## src/rtl/kbd_pkg.sv

```systemverilog
// Shared types and helpers for the 4x4 matrix keypad scanner.
package kbd_pkg;

  localparam int unsigned KBD_ROWS = 4;
  localparam int unsigned KBD_COLS = 4;
  localparam int unsigned ROW_W    = 2;
  localparam int unsigned COL_W    = 2;
  localparam int unsigned CODE_W   = ROW_W + COL_W;
  localparam int unsigned LOWS_W   = 3;

  typedef enum logic [2:0] {
    IDLE,
    DEB_PRESS,
    SCAN,
    PRESSED,
    DEB_REL,
    WAIT_REL
  } kbd_state_t;

  // Index of the lowest-numbered active column (columns given active-high).
  function automatic logic [COL_W-1:0] first_col(input logic [KBD_COLS-1:0] lows);
    logic [COL_W-1:0] idx;
    logic             found;
    idx   = '0;
    found = 1'b0;
    for (int i = 0; i < int'(KBD_COLS); i++) begin
      if (lows[i] && !found) begin
        idx   = COL_W'(i);
        found = 1'b1;
      end
    end
    return idx;
  endfunction

  function automatic logic [LOWS_W-1:0] count_cols(input logic [KBD_COLS-1:0] lows);
    logic [LOWS_W-1:0] n;
    n = '0;
    for (int i = 0; i < int'(KBD_COLS); i++) begin
      n = n + LOWS_W'(lows[i]);
    end
    return n;
  endfunction

endpackage

```

## src/rtl/keypad_scan_sync2.sv

```systemverilog
// Two-flop synchroniser with a configurable reset value.
module sync2 #(
  parameter int unsigned W       = 4,
  parameter logic [W-1:0] RST_VAL = '1
) (
  input  logic         clk,
  input  logic         rst_n,
  input  logic [W-1:0] d,
  output logic [W-1:0] q
);

  logic [W-1:0] meta;

  always_ff @(posedge clk or negedge rst_n) begin
    if (!rst_n) begin
      meta <= RST_VAL;
      q    <= RST_VAL;
    end else begin
      meta <= d;
      q    <= meta;
    end
  end

endmodule

```

## src/rtl/keypad_scan.sv

```systemverilog
// 4x4 matrix keypad scanner: debounced press detection, row scan, key code and multi-key report.
module keypad_scan
  import kbd_pkg::*;
#(
  parameter int unsigned DEBOUNCE_MS = 20,
  parameter int unsigned SETTLE_CYC  = 3
) (
  input  logic                clk_1kHz,
  input  logic                rst_n,
  input  logic [KBD_COLS-1:0] col_n,
  output logic [KBD_ROWS-1:0] row_n,
  output logic [CODE_W-1:0]   key_code,
  output logic                key_valid,
  output logic                key_down,
  output logic                key_err
);

  localparam int unsigned CNT_W = $clog2(DEBOUNCE_MS + 1);
  localparam int unsigned SET_W = $clog2(SETTLE_CYC + 1);
  localparam logic [CNT_W-1:0] DEB_LAST = CNT_W'(DEBOUNCE_MS - 1);
  localparam logic [SET_W-1:0] SET_LAST = SET_W'(SETTLE_CYC - 1);
  localparam logic [ROW_W-1:0] ROW_LAST = ROW_W'(KBD_ROWS - 1);

  logic [KBD_COLS-1:0] col_s;
  logic [KBD_COLS-1:0] lows;
  logic [COL_W-1:0]    enc;
  logic [LOWS_W-1:0]   n_low;

  kbd_state_t          state_q, state_d;
  logic [CNT_W-1:0]    cnt_q, cnt_d;
  logic [SET_W-1:0]    settle_q, settle_d;
  logic [ROW_W-1:0]    row_idx_q, row_idx_d;
  logic [COL_W-1:0]    col_idx_q, col_idx_d;
  logic [KBD_ROWS-1:0] row_n_d;
  logic [CODE_W-1:0]   key_code_d;
  logic                key_valid_d, key_down_d, key_err_d;

  sync2 #(.W(KBD_COLS), .RST_VAL(4'hF)) u_col_sync (
    .clk   (clk_1kHz),
    .rst_n (rst_n),
    .d     (col_n),
    .q     (col_s)
  );

  assign lows  = ~col_s;
  assign enc   = first_col(lows);
  assign n_low = count_cols(lows);

  // State, counters and registered outputs.
  always_ff @(posedge clk_1kHz or negedge rst_n) begin
    if (!rst_n) begin
      state_q   <= IDLE;
      cnt_q     <= '0;
      settle_q  <= '0;
      row_idx_q <= '0;
      col_idx_q <= '0;
      row_n     <= '0;
      key_code  <= '0;
      key_valid <= 1'b0;
      key_down  <= 1'b0;
      key_err   <= 1'b0;
    end else begin
      state_q   <= state_d;
      cnt_q     <= cnt_d;
      settle_q  <= settle_d;
      row_idx_q <= row_idx_d;
      col_idx_q <= col_idx_d;
      row_n     <= row_n_d;
      key_code  <= key_code_d;
      key_valid <= key_valid_d;
      key_down  <= key_down_d;
      key_err   <= key_err_d;
    end
  end

  // Next-state and next-output logic.
  always_comb begin
    state_d     = state_q;
    cnt_d       = cnt_q;
    settle_d    = settle_q;
    row_idx_d   = row_idx_q;
    col_idx_d   = col_idx_q;
    key_code_d  = key_code;
    key_valid_d = 1'b0;
    key_err_d   = 1'b0;
    key_down_d  = key_down;

    case (state_q)
      IDLE: begin
        if (col_s != '1) begin
          state_d = DEB_PRESS;
          cnt_d   = '0;
        end
      end
      DEB_PRESS: begin
        if (col_s == '1) begin
          state_d = IDLE;
        end else if (cnt_q == DEB_LAST) begin
          state_d   = SCAN;
          row_idx_d = '0;
          settle_d  = '0;
        end else begin
          cnt_d = cnt_q + CNT_W'(1);
        end
      end
      SCAN: begin
        if (settle_q == SET_LAST) begin
          if (n_low == LOWS_W'(1)) begin
            col_idx_d   = enc;
            key_code_d  = {row_idx_q, enc};
            key_valid_d = 1'b1;
            key_down_d  = 1'b1;
            state_d     = PRESSED;
          end else if (n_low > LOWS_W'(1)) begin
            key_err_d = 1'b1;
            cnt_d     = '0;
            state_d   = WAIT_REL;
          end else if (row_idx_q != ROW_LAST) begin
            row_idx_d = row_idx_q + ROW_W'(1);
            settle_d  = '0;
          end else begin
            state_d = IDLE;
          end
        end else begin
          settle_d = settle_q + SET_W'(1);
        end
      end
      PRESSED: begin
        if (col_s[col_idx_q]) begin
          state_d = DEB_REL;
          cnt_d   = '0;
        end
      end
      DEB_REL: begin
        if (!col_s[col_idx_q]) begin
          state_d = PRESSED;
        end else if (cnt_q == DEB_LAST) begin
          key_down_d = 1'b0;
          state_d    = IDLE;
        end else begin
          cnt_d = cnt_q + CNT_W'(1);
        end
      end
      WAIT_REL: begin
        if (col_s != '1) begin
          cnt_d = '0;
        end else if (cnt_q == DEB_LAST) begin
          state_d = IDLE;
        end else begin
          cnt_d = cnt_q + CNT_W'(1);
        end
      end
      default: state_d = IDLE;
    endcase

    // Only the scan and held-key states drive a single row; elsewhere all rows are driven.
    if (state_d == SCAN || state_d == PRESSED || state_d == DEB_REL) begin
      row_n_d = ~(KBD_ROWS'(1) << row_idx_d);
    end else begin
      row_n_d = '0;
    end
  end

endmodule

```

## config.mk

```make
export PLATFORM = sky130hd
export DESIGN_NAME = keypad_scan
export DESIGN_NICKNAME = d
export VERILOG_FILES = /design/src/rtl/kbd_pkg.sv /design/src/rtl/keypad_scan_sync2.sv /design/src/rtl/keypad_scan.sv
export SDC_FILE = /design/constraint.sdc
export NUM_CORES = 1
export LEC_CHECK = 0
export BUFFER_PORTS_ARGS = -buffer_cell sky130_fd_sc_hd__clkbuf_2
export CORE_MARGIN = 1
export CORE_UTILIZATION = 40
export CTS_CLUSTER_DIAMETER = 80
export DETAILED_ROUTE_END_ITERATION = 10
export MAX_ROUTING_LAYER = met4
export PLACE_DENSITY = 0.61
export SYNTH_ARGS = -nofsm -noshare
export SYNTH_HDL_FRONTEND = slang
export SYNTH_SLANG_ARGS = --single-unit
export TNS_END_PERCENT = 5
```

## constraint.sdc

```tcl
create_clock -name clk_1kHz -period 2.7 [get_ports clk_1kHz]
set_input_delay 0.27 -clock clk_1kHz [delete_from_list [all_inputs] [get_ports clk_1kHz]]
set_output_delay 0.27 -clock clk_1kHz [all_outputs]
set_load 0.1 [all_outputs]
```

==> out/qor.yml <==
outcome: "finished with violations"
violations: "negative setup slack"
max_slew_margin_pct: 50.2
syn_inst: 150
max_freq_mhz: 357
cp_max_fo: 5
track_usage_pct: 18.1
yosysSeqAreaShare_pct: 49.9
crit_arrival_ns: 3.02
drv_slew: 0
diodes: 0
clkTransAtPathRegs_ns: 0.07
worst_setup_path_end_kind: "register"
layout-drive-gt1-share_pct: 32.8
die_width_um: 64.7
yosysUniqueCellTypes: 49
viasPerCell: 5.17
ir_drop_v: 0.000396
dp_hpwl_um: 2320
syn2layout_area_growth_pct: 20.5
fin_tns_setup_ns: -0.386
yosys-top-cells-area: "dfrtp_1, dfstp_2, ha_1"
synth_area_leader_cell: "dfrtp_1"
place.gp.congestion: 0.821
cts_hold_buf: 0
drt-initial-drc-count: 37
final.period_utilization_pct: 104
io_pins: 17
rows: 22
hold_class: "input port to async pin"
htreeDepth: 2
grt_pass1_vias: 1178
power.leakage_nw: 0.893
finalCriticalPeriod_ns: 2.80
fillers: 335
grt_pass1_wl_um: 5440
worst_pin_slew_ns: 0.747
antenna_found_initial: 0
synth_flop_cell: "dfrtp_1"
port-buffer-count: 16
cts_buffers: 5
clock_path_buffers: 2
firstDrtPassIters: 4
initial_utilization_pct: 42.4
ys_warn_count: 0
synth_nets: 163
layout.nets: 195
drc_errors: 0
cts_root_buf: "clkbuf_8"
critPathSlowestCell: "dfstp_2"
cp_slowest_stage_delay_ns: 0.54
cpMostUsedCell: "inv_1"
insertion_delay_ns: 0.28
worstPathCellList: "fa_1 > inv_1 > ha_2 > inv_1 > ha_1 > nor2b_2 > a211oi_2 > o211ai_2 > or4_4 > nor4b_4 > a21o_1"
stdcell_area_um2: 1900
cap_viol_max_count: 0
netlist_area_um2: 1570
critPathKind: "register to register"
yosysMostFrequentCell: "dfrtp_1"
setup_viol: 6
dpl-instance-area_um2: 1800
wl_um: 3160
ant_nets: 0
worstPathRequired_ns: 2.92
ys_ff_latch: 31
skew_ns: 0.00688
synthTopCellsByCount: "dfrtp_1, nand2_1, a21oi_1, inv_1, nor2_1"
cts.sinks: 31
wl_per_cell_um: 13.7
power.density_nw_per_um2: 739
critPathLaunchType: "register"
design.core.area_um2: 3720
vias: 1195
synth.top_cell.area_share_pct: 36.6
die_y_um: 64.7
postCtsSetupRepairBufs: 0
async_reset_ff_share_pct: 100
cts_tree: "yes"
grt_max_degree: 32
synth_edf_count: 0
setup_ws_ns: -0.0982
hold_viol_final: 0
power_mw: 1.40
final_util_pct: 51.0
die_area_um2: 4190
grt-ovfl-total: 0
synth.avg_cell_area_um2: 10.5
rsz0062_at_grt: "yes"
==> report_power, final <==
group          switching (mW)  total (mW)  internal, mW
registers              0.0834       0.618         0.535
logic                   0.243       0.429         0.186
clock network           0.175       0.354         0.179
==> registers in the layout (all words and copies together), names as in the netlist <==
name	count
cnt_q	5
key_code	4
row_n	4
u_col_sync.meta	4
u_col_sync.q	4
state_q	3
row_idx_q	2
settle_q	2
key_down	1
key_err	1
key_valid	1
==> cells by family (layout without fill, tap and decap cells) <==
| family | Yosys count | in the layout | share of synthesized area [%] |
|---|---|---|---|
| DFF | 31 | 31 | 49.9 |
| muxes | 3 | 3 | 2.78 |
| AOI/OAI and AO/OA | 38 | 38 | 16.7 |
| adders and majority gates | 7 | 7 | 6.04 |
| buffers and inverters | 12 | 45 | 2.94 |
| and+or+nand+nor | 59 | 59 | 21.6 |
==> repair_timing <==
action	in CTS	in global routing
endpoints found under the hold margin	0	0
gates resized for setup	3	1
pin swaps	1	0
endpoints found under the setup margin	11	11
==> path summary, 6_finish.rpt <==
kind	start	end	slack [ns]	cells after the start
worst max-delay path	u_col_sync.q[1]	cnt_q[2]	-0.1	11
worst min-delay path	rst_n	key_code[3]	0.04	1
worst max register to register	u_col_sync.q[1]	cnt_q[2]	-0.1	11
worst min register to register	u_col_sync.meta[3]	u_col_sync.q[3]	0.36	0
max in group asynchronous	rst_n	row_n[3]	2.18	1
min in group clk_1kHz	col_n[2]	u_col_sync.meta[2]	0.06	1
==> critical path, delay by kind of cell, from the launching register on <==
family / cells / cell delay (ns)
flops: 1 / 0.54
simple gates: 3 / 0.76
buf+inv: 2 / 0.11
compound gates: 3 / 0.46
fa+ha+maj: 3 / 0.85
==> metal layers <==
layer / vias to the layer above / part of all wire, % / track usage, %
met1: 581 / 46 / 21.6
met3: 5 / 3.2 / 5.28
met2: 19 / 50 / 28.5
met5: - / 0 / -
li1: 590 / - / -
met4: 0 / 1.5 / 7.50
==> stage by stage <==
stage | cells | hold slack (ns) | setup slack (ns)
after global placement | 223 | 0.345 | -0.0617
after floorplan | 150 | -0.0256 | -0.0226
after global routing | 231 | 0.0428 | -0.242
after detailed placement | 223 | 0.347 | -0.175
final | 231 | 0.0446 | -0.0982
after CTS | 231 | 0.0471 | -0.146
==> placed cells by master (no fill, tap or decap), drive strengths merged, types with 2 or more instances in the layout <==
cell and n:
clkinvlp 2, clkinv 2, o21ai 8, inv 9
or3 3, nand3 6, a211oi 2, o211ai 2
dfrtp 23, ha 6, nor2b 7, o31ai 3
clkbuf 21, nor2 10, buf 11, dfstp 8
nand2 17, nand2b 6, a21o 3, a21oi 11
==> cell type report <==
class,count,area (µm²),area share [%]
clock buffers,5,68.8,3.63
inverters,10,37.5,1.98
multi-input cells,107,762,40.2
well taps,48,60.1,3.17
clock inverters,3,20.0,1.06
repair buffers,27,163,8.58
flip-flops and latches,31,786,41.4
(Power assumes the default switching activity.)
